$ cat src/rtl/program_loader.sv
// ============================================================================
//  Module   : program_loader
//  Purpose  : Framed byte-stream loader for the instruction BRAM. Assembles
//             little-endian 32-bit words, writes them from address 0, checks
//             an XOR checksum and releases the CPU hold on success.
//  Revision : 1.0 - initial release
// ============================================================================
`default_nettype none

module program_loader #(
    parameter int ADDR_W = 10
) (
    input  logic              clk,
    input  logic              reset_all_n,
    input  logic              start,
    input  logic              byte_valid,
    input  logic [7:0]        byte_data,
    output logic              byte_ready,
    output logic              imem_en,
    output logic              imem_we,
    output logic [ADDR_W-1:0] imem_addr,
    output logic [31:0]       imem_wdata,
    output logic              cpu_hold,
    output logic              busy,
    output logic              done,
    output logic              error
);

    // Word index needs one extra bit so a full-depth load ends at 2^ADDR_W
    localparam int          IDX_W     = ADDR_W + 1;
    localparam logic [31:0] MAX_WORDS = 32'd1 << ADDR_W;

    typedef enum logic [2:0] {
        S_IDLE    = 3'd0,
        S_HDR0    = 3'd1,
        S_HDR1    = 3'd2,
        S_PAYLOAD = 3'd3,
        S_WRITE   = 3'd4,
        S_CHK     = 3'd5,
        S_DONE    = 3'd6,
        S_ERR     = 3'd7
    } state_t;

    state_t              state_q, state_d;
    logic [7:0]          cnt_lo_q, cnt_lo_d;
    logic [15:0]         n_q, n_d;
    logic [IDX_W-1:0]    idx_q, idx_d;
    logic [1:0]          lane_q, lane_d;
    logic [23:0]         asm_q, asm_d;
    logic [7:0]          xor_q, xor_d;
    logic                done_q, done_d;
    logic                error_q, error_d;
    logic                cpu_hold_q, cpu_hold_d;
    logic                imem_en_q, imem_en_d;
    logic [ADDR_W-1:0]   imem_addr_q, imem_addr_d;
    logic [31:0]         imem_wdata_q, imem_wdata_d;
    logic                byte_ready_q, byte_ready_d;
    logic                busy_q, busy_d;

    logic                accept;
    logic [31:0]         n_hdr_wide;
    logic [31:0]         idx_next_wide;

    // Next-state and next-output computation for the whole loader
    always_comb begin
        state_d      = state_q;
        cnt_lo_d     = cnt_lo_q;
        n_d          = n_q;
        idx_d        = idx_q;
        lane_d       = lane_q;
        asm_d        = asm_q;
        xor_d        = xor_q;
        done_d       = done_q;
        error_d      = error_q;
        cpu_hold_d   = cpu_hold_q;
        imem_en_d    = 1'b0;
        imem_addr_d  = imem_addr_q;
        imem_wdata_d = imem_wdata_q;

        // byte_ready_q is a pure decode of the registered state
        accept        = byte_valid && byte_ready_q;
        n_hdr_wide    = {16'd0, byte_data, cnt_lo_q};
        idx_next_wide = 32'(idx_q) + 32'd1;

        case (state_q)
            S_IDLE, S_DONE, S_ERR: begin
                if (start) begin
                    done_d     = 1'b0;
                    error_d    = 1'b0;
                    idx_d      = '0;
                    lane_d     = 2'd0;
                    xor_d      = 8'd0;
                    cpu_hold_d = 1'b1;
                    state_d    = S_HDR0;
                end
            end
            S_HDR0: begin
                if (accept) begin
                    cnt_lo_d = byte_data;
                    xor_d    = xor_q ^ byte_data;
                    state_d  = S_HDR1;
                end
            end
            S_HDR1: begin
                if (accept) begin
                    n_d   = {byte_data, cnt_lo_q};
                    xor_d = xor_q ^ byte_data;
                    if (n_hdr_wide > MAX_WORDS) begin
                        error_d = 1'b1;
                        state_d = S_ERR;
                    end else if (n_hdr_wide == 32'd0) begin
                        state_d = S_CHK;
                    end else begin
                        state_d = S_PAYLOAD;
                    end
                end
            end
            S_PAYLOAD: begin
                if (accept) begin
                    xor_d = xor_q ^ byte_data;
                    case (lane_q)
                        2'd0: asm_d[7:0]   = byte_data;
                        2'd1: asm_d[15:8]  = byte_data;
                        2'd2: asm_d[23:16] = byte_data;
                        default: ;
                    endcase
                    if (lane_q == 2'd3) begin
                        // Registered write strobe lands during the WRITE cycle
                        imem_en_d    = 1'b1;
                        imem_addr_d  = idx_q[ADDR_W-1:0];
                        imem_wdata_d = {byte_data, asm_q};
                        lane_d       = 2'd0;
                        state_d      = S_WRITE;
                    end else begin
                        lane_d = lane_q + 2'd1;
                    end
                end
            end
            S_WRITE: begin
                idx_d = idx_q + IDX_W'(1);
                if (idx_next_wide == {16'd0, n_q}) begin
                    state_d = S_CHK;
                end else begin
                    state_d = S_PAYLOAD;
                end
            end
            S_CHK: begin
                if (accept) begin
                    if (byte_data == xor_q) begin
                        done_d     = 1'b1;
                        cpu_hold_d = 1'b0;
                        state_d    = S_DONE;
                    end else begin
                        error_d = 1'b1;
                        state_d = S_ERR;
                    end
                end
            end
            default: state_d = S_IDLE;
        endcase

        byte_ready_d = (state_d == S_HDR0) || (state_d == S_HDR1) ||
                       (state_d == S_PAYLOAD) || (state_d == S_CHK);
        busy_d       = (state_d == S_HDR0) || (state_d == S_HDR1) ||
                       (state_d == S_PAYLOAD) || (state_d == S_WRITE) ||
                       (state_d == S_CHK);
    end

    // State and output registers; reset leaves the CPU held
    always_ff @(posedge clk or negedge reset_all_n) begin
        if (!reset_all_n) begin
            state_q      <= S_IDLE;
            cnt_lo_q     <= 8'd0;
            n_q          <= 16'd0;
            idx_q        <= '0;
            lane_q       <= 2'd0;
            asm_q        <= 24'd0;
            xor_q        <= 8'd0;
            done_q       <= 1'b0;
            error_q      <= 1'b0;
            cpu_hold_q   <= 1'b1;
            imem_en_q    <= 1'b0;
            imem_addr_q  <= '0;
            imem_wdata_q <= 32'd0;
            byte_ready_q <= 1'b0;
            busy_q       <= 1'b0;
        end else begin
            state_q      <= state_d;
            cnt_lo_q     <= cnt_lo_d;
            n_q          <= n_d;
            idx_q        <= idx_d;
            lane_q       <= lane_d;
            asm_q        <= asm_d;
            xor_q        <= xor_d;
            done_q       <= done_d;
            error_q      <= error_d;
            cpu_hold_q   <= cpu_hold_d;
            imem_en_q    <= imem_en_d;
            imem_addr_q  <= imem_addr_d;
            imem_wdata_q <= imem_wdata_d;
            byte_ready_q <= byte_ready_d;
            busy_q       <= busy_d;
        end
    end

    assign byte_ready = byte_ready_q;
    assign imem_en    = imem_en_q;
    assign imem_we    = imem_en_q;
    assign imem_addr  = imem_addr_q;
    assign imem_wdata = imem_wdata_q;
    assign cpu_hold   = cpu_hold_q;
    assign busy       = busy_q;
    assign done       = done_q;
    assign error      = error_q;

endmodule

`default_nettype wire

$ cat config.mk
export PLATFORM = sky130hd
export DESIGN_NAME = program_loader
export DESIGN_NICKNAME = d
export VERILOG_FILES = /design/src/rtl/program_loader.sv
export SDC_FILE = /design/constraint.sdc
export NUM_CORES = 1
export LEC_CHECK = 0
export CAP_MARGIN = 20
export CORE_MARGIN = 2
export CORE_UTILIZATION = 67
export CTS_BUF_LIST = sky130_fd_sc_hd__clkbuf_2 sky130_fd_sc_hd__clkbuf_4 sky130_fd_sc_hd__clkbuf_8
export CTS_CLUSTER_DIAMETER = 60
export DETAILED_ROUTE_END_ITERATION = 7
export DONT_BUFFER_PORTS = 1
export PLACE_DENSITY = 0.87
export REMOVE_ABC_BUFFERS = 1
export SLEW_MARGIN = 5
export SYNTH_ARGS = -nofsm -noshare
export SYNTH_HDL_FRONTEND = slang
export SYNTH_SLANG_ARGS = --single-unit
$ cat constraint.sdc
create_clock -name clk -period 5 [get_ports clk]
set_input_delay 1 -clock clk [delete_from_list [all_inputs] [get_ports clk]]
set_output_delay 1 -clock clk [all_outputs]
set_load 0.02 [all_outputs]
==> metrics.md, run 1 <==
| Metric | Value |
|---|---|
| Outcome | finished clean |
| Clock Power Share | 26.8% |
| Met2 Track Usage GR | 47.8% |
| Global-route wire length before repair | 19600 um |
| WL/cell | 19.5 um |
| Post-Layout Cell Count | 602 |
| Netlist cell types | 62 |
| Final setup TNS | 0 ps |
| Placed inst area | 0.00559 mm^2 |
| Slew margin rel. | 47.1% |
| Synth area leader | dfrtp_1 |
| CP Buf/Inv Count | 0 |
| Sequential-to-total area share from yosys stat | 53.4% |
| Vias in the first global route | 3962 |
| I/O pin cnt | 61 |
| Count leader, synth | dfrtp_1 |
| Total GRT Usage | 28.7% |
| FF+latch count, synth | 120 |
| Mapped Area | 0.00563 mm^2 |
| Routed wire length | 11700 um |
| Largest net degree at the start of global routing | 121 |
| TritonCTS clock tree | built |
| Internal | 0.00228 W |
| Register share of total power | 49.6% |
| Gr busiest metal | met2 |
| Worst Tran Pin Value | 785 ps |
| GR Util met3 | 8.70% |
| Hold-fix buffers, CTS | 0 |
| Leak Pwr | 2.69 nW |
| Clock latency at the later pin of the worst-skew pair | 440 ps |
| Worst Setup Start Kind | register |
| Share of the synthesized area in the top cell type | 52.9% |
| DRC viols | 0 |
| Sw Ratio | 36.0% |
| Post-CTS setup buffers | 0 |
| Fill count | 551 |
| Die area | 0.00915 mm^2 |
| Synth area leaders | dfrtp_1, mux2_2, nand2_1 |
| Mean Syn Cell Area | 11.4 um^2 |
| H-tree Lvls | 4 |
| Final worst-path cycle share | 52.4% |
| Die width | 95.6 um |
| Dominant synthesized flop cell | dfrtp_1 |
| WP data required | 5310 ps |
| Clock transition at path regs | 80 ps |
| YS warnings | 0 |
| Final hold viol count | 0 |
| Crit path cell chain | ha_1 -> nand3_1 -> nor3_1 -> o2bb2ai_1 -> o2111ai_1 -> o31ai_2 -> a21oi_2 -> mux2_1 |
| Async SR Flop Fraction | 100% |
| Minimum clock period | 2620 ps |
| Root Buffer | clkbuf_8 |
| Synth cell count leaders | dfrtp_1, mux2_2, nand2_1, o21ai_0, nor2_1 |
| Crit path DAT | 2930 ps |
| HP Class | input port to asynchronous set/reset pin |
| Die Height | 95.6 um |
| RSZ-0062 raised after global routing | false |
| Finished Cell Area | 0.00603 mm^2 |
| CTS max path bufs | 2 |
| Initial drt markers | 219 |
| Vias after detailed routing | 3816 |
| Final global-route overflow total | 0 |
| DP Cell Count | 570 |
| Max Cap Viol | 0 |
| Fraction of layout cells with a size suffix above 1 | 26.8% |
| Delay-heaviest family, CP | compound AO/OA/AOI/OAI gates |
| Combinational share of power | 23.7% |
| Post-DP HPWL | 7630 um |
| Via/cell ratio | 6.34 |
| Max stage delay on crit path | 490 ps |
| TritonCTS buffer count | 17 |
| Slowest CP cell | dfrtp_1 |
| Fin nets | 501 |
| Syn Inst Count | 493 |
| Pwr Density | 590 mW/mm^2 |
| Clock Sinks | 120 |
| Worst clock skew | 10.8 ps |
| Buffers on Ports | 0 |
| Final slew viol count | 0 |
| Final setup viols | 0 |
| Area grow syn2layout | 7.16% |
| EDFF count, synth | 0 |
| Row count | 33 |
| Max VDD drop | 0.000361 V |
| Initial antenna violation count | 0 |
| Detail Route Antenna Nets | 0 |
| Worst Path Max Fanout | 8 |
| Post-CTS sizing | 0 |
| Max Fclk | 382 MHz |
| Total iterations of the first detailed-routing run | 4 |
| Gpl congestion | 0.848 |
| Grt met1 use | 35.5% |
| Ant. Diodes | 0 |
| Initial core utilization | 68.8% |
| Core area | 0.00818 mm^2 |
| Final core utilization | 73.7% |
| Overall Power | 0.00356 W |
| CP Capture Type | register |
| Type of the worst setup path | register to register |
| NetSw | 0.00128 W |
## cells in the final DEF (no fill, tap or decap), types with 3 or more instances in the layout
cell / n
nor2_1: 21
nor3_1: 6
nor4_1: 6
ha_1: 5
a21oi_1: 8
nand2b_1: 4
clkbuf_8: 18
and2_1: 7
o21ai_0: 45
xnor2_1: 11
nand2_1: 62
bufinv_16: 3
a31oi_1: 3
nand4_1: 7
inv_1: 11
clkinv_4: 3
o31ai_1: 4
o21ai_1: 4
o21a_1: 3
and4_2: 3
inv_6: 5
mux2_2: 80
nand3_1: 7
xor2_1: 4
dfrtp_1: 119
## worst paths after layout
| path | start | to | slack [ps] | cells after the start |
|---|---|---|---|---|
| worst max-delay path | idx_q[0] | byte_ready | 2380 | 8 |
| worst min-delay path | reset_all_n | imem_wdata[17] | 250 | 0 |
| worst max register to register | idx_q[0] | byte_ready | 2380 | 8 |
| worst min register to register | asm_q[18] | asm_q[18] | 500 | 2 |
| max in group asynchronous | reset_all_n | cpu_hold | 4530 | 0 |
| min in group clk | asm_q[18] | asm_q[18] | 500 | 2 |
## cell type report
| cell class | count | area (um^2) | share of cell area, % |
|---|---|---|---|
| inverters | 11 | 41.3 | 0.685 |
| flip-flops and latches | 120 | 3000 | 49.8 |
| clock buffers | 18 | 248 | 4.11 |
| clock inverters | 14 | 186 | 3.09 |
| multi-input cells | 332 | 2400 | 39.9 |
| repair buffers | 2 | 15.0 | 0.249 |
| well taps | 105 | 131 | 2.18 |
## power by group through the flow
stage	clock (W)	sequential, W	combinational, W
CTS	0.000961	0.00176	0.000844
global placement	0	0.00175	0.000761
floorplan	0	0.00167	0.000681
detailed placement	0	0.00177	0.000824
finish	0.000952	0.00176	0.000842
global route	0.00101	0.00181	0.000932
## routing by layer
metal	part of all wire, %	wire length, um
met1	42	4900
met2	51	5970
met3	5.7	663
met4	1.7	198
met5	0	0
## registers in the layout, summed over array words and instances (netlist names)
signal      cells
error           1
busy            1
cnt_lo_q        8
imem_addr      10
xor_q           8
byte_ready      1
idx_q          11
lane_q          2
state_q         3
n_q            16
asm_q          24
imem_wdata     32
done            1
cpu_hold        1
imem_en         1
## through the flow
step	setup slack, ps	hold slack, ps
5_1_grt	2200	218
3_5_place_dp	2360	479
2_1_floorplan	1680	446
4_1_cts	2420	234
3_3_place_gp	2250	458
6_report	2380	248
## kinds of logic (layout without fill, tap and decap cells)
logic type | Yosys count | in the layout | share of synthesized area (%)
xor+xnor | 16 | 16 | 2.74
simple gates | 141 | 141 | 12.5
compound gates | 88 | 88 | 9.88
fa+ha+maj | 5 | 5 | 1.11
mux | 82 | 82 | 16.4
flops | 120 | 120 | 53.4
buf+inv | 41 | 45 | 3.98
Power figures use the tool's default switching activity.
==> inputs of run 2 (changes only) <==
--- a/config.mk
+++ b/config.mk
@@ -7,12 +7,12 @@
 export LEC_CHECK = 0
 export CAP_MARGIN = 20
 export CORE_MARGIN = 2
-export CORE_UTILIZATION = 67
+export CORE_UTILIZATION = 59
 export CTS_BUF_LIST = sky130_fd_sc_hd__clkbuf_2 sky130_fd_sc_hd__clkbuf_4 sky130_fd_sc_hd__clkbuf_8
 export CTS_CLUSTER_DIAMETER = 60
 export DETAILED_ROUTE_END_ITERATION = 7
 export DONT_BUFFER_PORTS = 1
-export PLACE_DENSITY = 0.87
+export PLACE_DENSITY = 0.82
 export REMOVE_ABC_BUFFERS = 1
 export SLEW_MARGIN = 5
 export SYNTH_ARGS = -nofsm -noshare
==> constraint.sdc (replaced) <==
create_clock -name clk -period 2.2 [get_ports clk]
set_input_delay 0.44 -clock clk [delete_from_list [all_inputs] [get_ports clk]]
set_output_delay 0.44 -clock clk [all_outputs]
set_load 0.02 [all_outputs]
==> metrics.md, run 2 (synthesis gave the netlist of run 1 again) <==
| Metric | Value |
|---|---|
| Outcome | finished with violations |
| Failing checks | negative hold slack, negative setup slack |
| Footprint of the multi-input gates | 0.00243 mm^2 |
| Row count | 35 |
| Delay-heaviest family, CP | compound AO/OA/AOI/OAI gates |
| Initial core utilization | 60.9% |
| HP Class | input port to asynchronous set/reset pin |
| H-tree Lvls | 4 |
| Max VDD drop | 0.000703 V |
| Initial antenna violation count | 0 |
| Minimum clock period | 2200 ps |
| Vias in the first global route | 4066 |
| DP Cell Count | 613 |
| Max Fclk | 454 MHz |
| Crit path DAT | 2530 ps |
| Total iterations of the first detailed-routing run | 5 |
| Final worst-path cycle share | 100% |
| R2R depth | 8 |
| WL/cell | 18.2 um |
| Area grow syn2layout | 9.90% |
| Max stage delay on crit path | 430 ps |
| NetSw | 0.00291 W |
| Gpl congestion | 0.932 |
| DRC viols | 0 |
| Die width | 102 um |
| WP data required | 2520 ps |
| Final hold viol count | 120 |
| Register share of total power | 49.9% |
| Max Cap Viol | 0 |
| Leak Pwr | 2.77 nW |
| Global-route wire length before repair | 19800 um |
| Initial drt markers | 177 |
| TritonCTS buffer count | 17 |
| Combinational share of power | 27.0% |
| Detail Route Antenna Nets | 0 |
| Buffers on Ports | 0 |
| Commonest non-fill, non-tap cell in the layout | dfrtp_1 |
| Root Buffer | clkbuf_8 |
| Clock Power Share | 23.1% |
| Post-DP HPWL | 7790 um |
| Final slew viol count | 0 |
| Fill count | 683 |
| Clock Sinks | 120 |
| CP Depth | 8 |
| Slowest CP cell | dfrtp_1 |
| Most frequent cells in the layout | dfrtp_1, mux2_2, nand2_1, o21ai_0, buf_4 |
| Ant. Diodes | 0 |
| Slew margin rel. | 59.2% |
| CP Buf/Inv Count | 0 |
| Total GRT Usage | 25.0% |
| Internal | 0.00501 W |
| Setup WS post-layout | -2.59 ps |
| Max reg flops | 32 |
| Core area | 0.00924 mm^2 |
| Sequential cell area | 0.00301 mm^2 |
| Routed wire length | 11700 um |
| Fin nets | 522 |
| Crit path cell chain | ha_4 -> xor2_1 -> a31oi_1 -> and4_1 -> o2111ai_2 -> o31ai_2 -> a21oi_2 -> mux2_4 |
| CP Capture Type | register |
| Final setup viols | 1 |
| Largest net degree at the start of global routing | 121 |
| CTS max path bufs | 2 |
| Fraction of layout cells with a size suffix above 1 | 31.1% |
| Vias after detailed routing | 3853 |
| Post-Layout Cell Count | 647 |
| Worst Setup Start Kind | register |
| Final setup TNS | -2.59 ps |
| Die area | 0.0103 mm^2 |
| Via/cell ratio | 5.96 |
| Clock transition at path regs | 80 ps |
| RSZ-0062 raised after global routing | true |
| Worst clock skew | 11.5 ps |
| Die Height | 102 um |
| Final global-route overflow total | 0 |
| Worst Tran Pin Value | 612 ps |
| Worst Path Max Fanout | 3 |
| Clock latency at the later pin of the worst-skew pair | 440 ps |
| Type of the worst setup path | register to register |
| Hold slack | -319 ps |
| Pwr Density | 1280 mW/mm^2 |
| I/O pin cnt | 61 |
| Sw Ratio | 36.7% |
| TritonCTS clock tree | built |
==> run 2: cell type report <==
| cell class | count | area share [%] |
|---|---|---|
| clock buffers | 19 | 4.13 |
| clock inverters | 13 | 1.78 |
| inverters | 11 | 0.668 |
| multi-input cells | 332 | 39.4 |
| flip-flops and latches | 120 | 48.7 |
| well taps | 129 | 2.61 |
| repair buffers | 23 | 2.79 |
==> run 2: timing repair <==
action                                  in CTS  in global routing
pin swaps                                    2                  5
buffers inserted                             1                  1
hold endpoints to repair                   120                120
endpoints found under the setup margin       2                  7
gates resized for setup                      4                  5
gates cloned                                 0                  0
==> run 2: path summary, 6_finish.rpt <==
path | start | end | slack, ps
worst min-delay path | reset_all_n | imem_en | -320
worst max register to register | idx_q[1] | busy | -3
worst min register to register | asm_q[18] | asm_q[18] | 500
worst max-delay path | idx_q[1] | busy | -3
max in group asynchronous | reset_all_n | cpu_hold | 2280
min in group clk | byte_data[1] | xor_q[1] | 130
==> run 2: worst register-to-register path, cell delays in order (launching register included) <==
cell and delay [ps]:
dfrtp_1 430, ha_4 260, xor2_1 150, a31oi_1 140, and4_1 220, o2111ai_2 160
o31ai_2 300, a21oi_2 120, mux2_4 310
==> run 2: layer usage <==
layer	track usage (%)	up-vias	part of all wire, %
met5	0	-	0
met4	9.04	0	1.4
met2	39.9	111	50
li1	-	1769	-
met3	7.11	14	5.8
met1	32.8	1959	43
==> run 2: stage by stage <==
step | power, W | util [%] | setup slack, ps | cell area (um^2)
final | 0.00792 | 66.9 | -2.59 | 6180
after global routing | 0.00842 | 66.9 | -155 | 6180
after CTS | 0.00787 | 66.6 | 0.556 | 6150
after detailed placement | 0.00602 | 62.4 | -119 | 5770
after global placement | 0.00584 | 62.4 | -39.4 | 5770
after floorplan | 0.00535 | - | -738 | 5440
==> run 2: power groups by stage <==
stage / logic (W) / clock network (W) / registers, W
after floorplan: 0.00155 / 0 / 0.00380
after global placement: 0.00191 / 0 / 0.00393
after global routing: 0.00240 / 0.00196 / 0.00407
after detailed placement: 0.00203 / 0 / 0.00399
after CTS: 0.00207 / 0.00186 / 0.00394
final: 0.00214 / 0.00183 / 0.00395
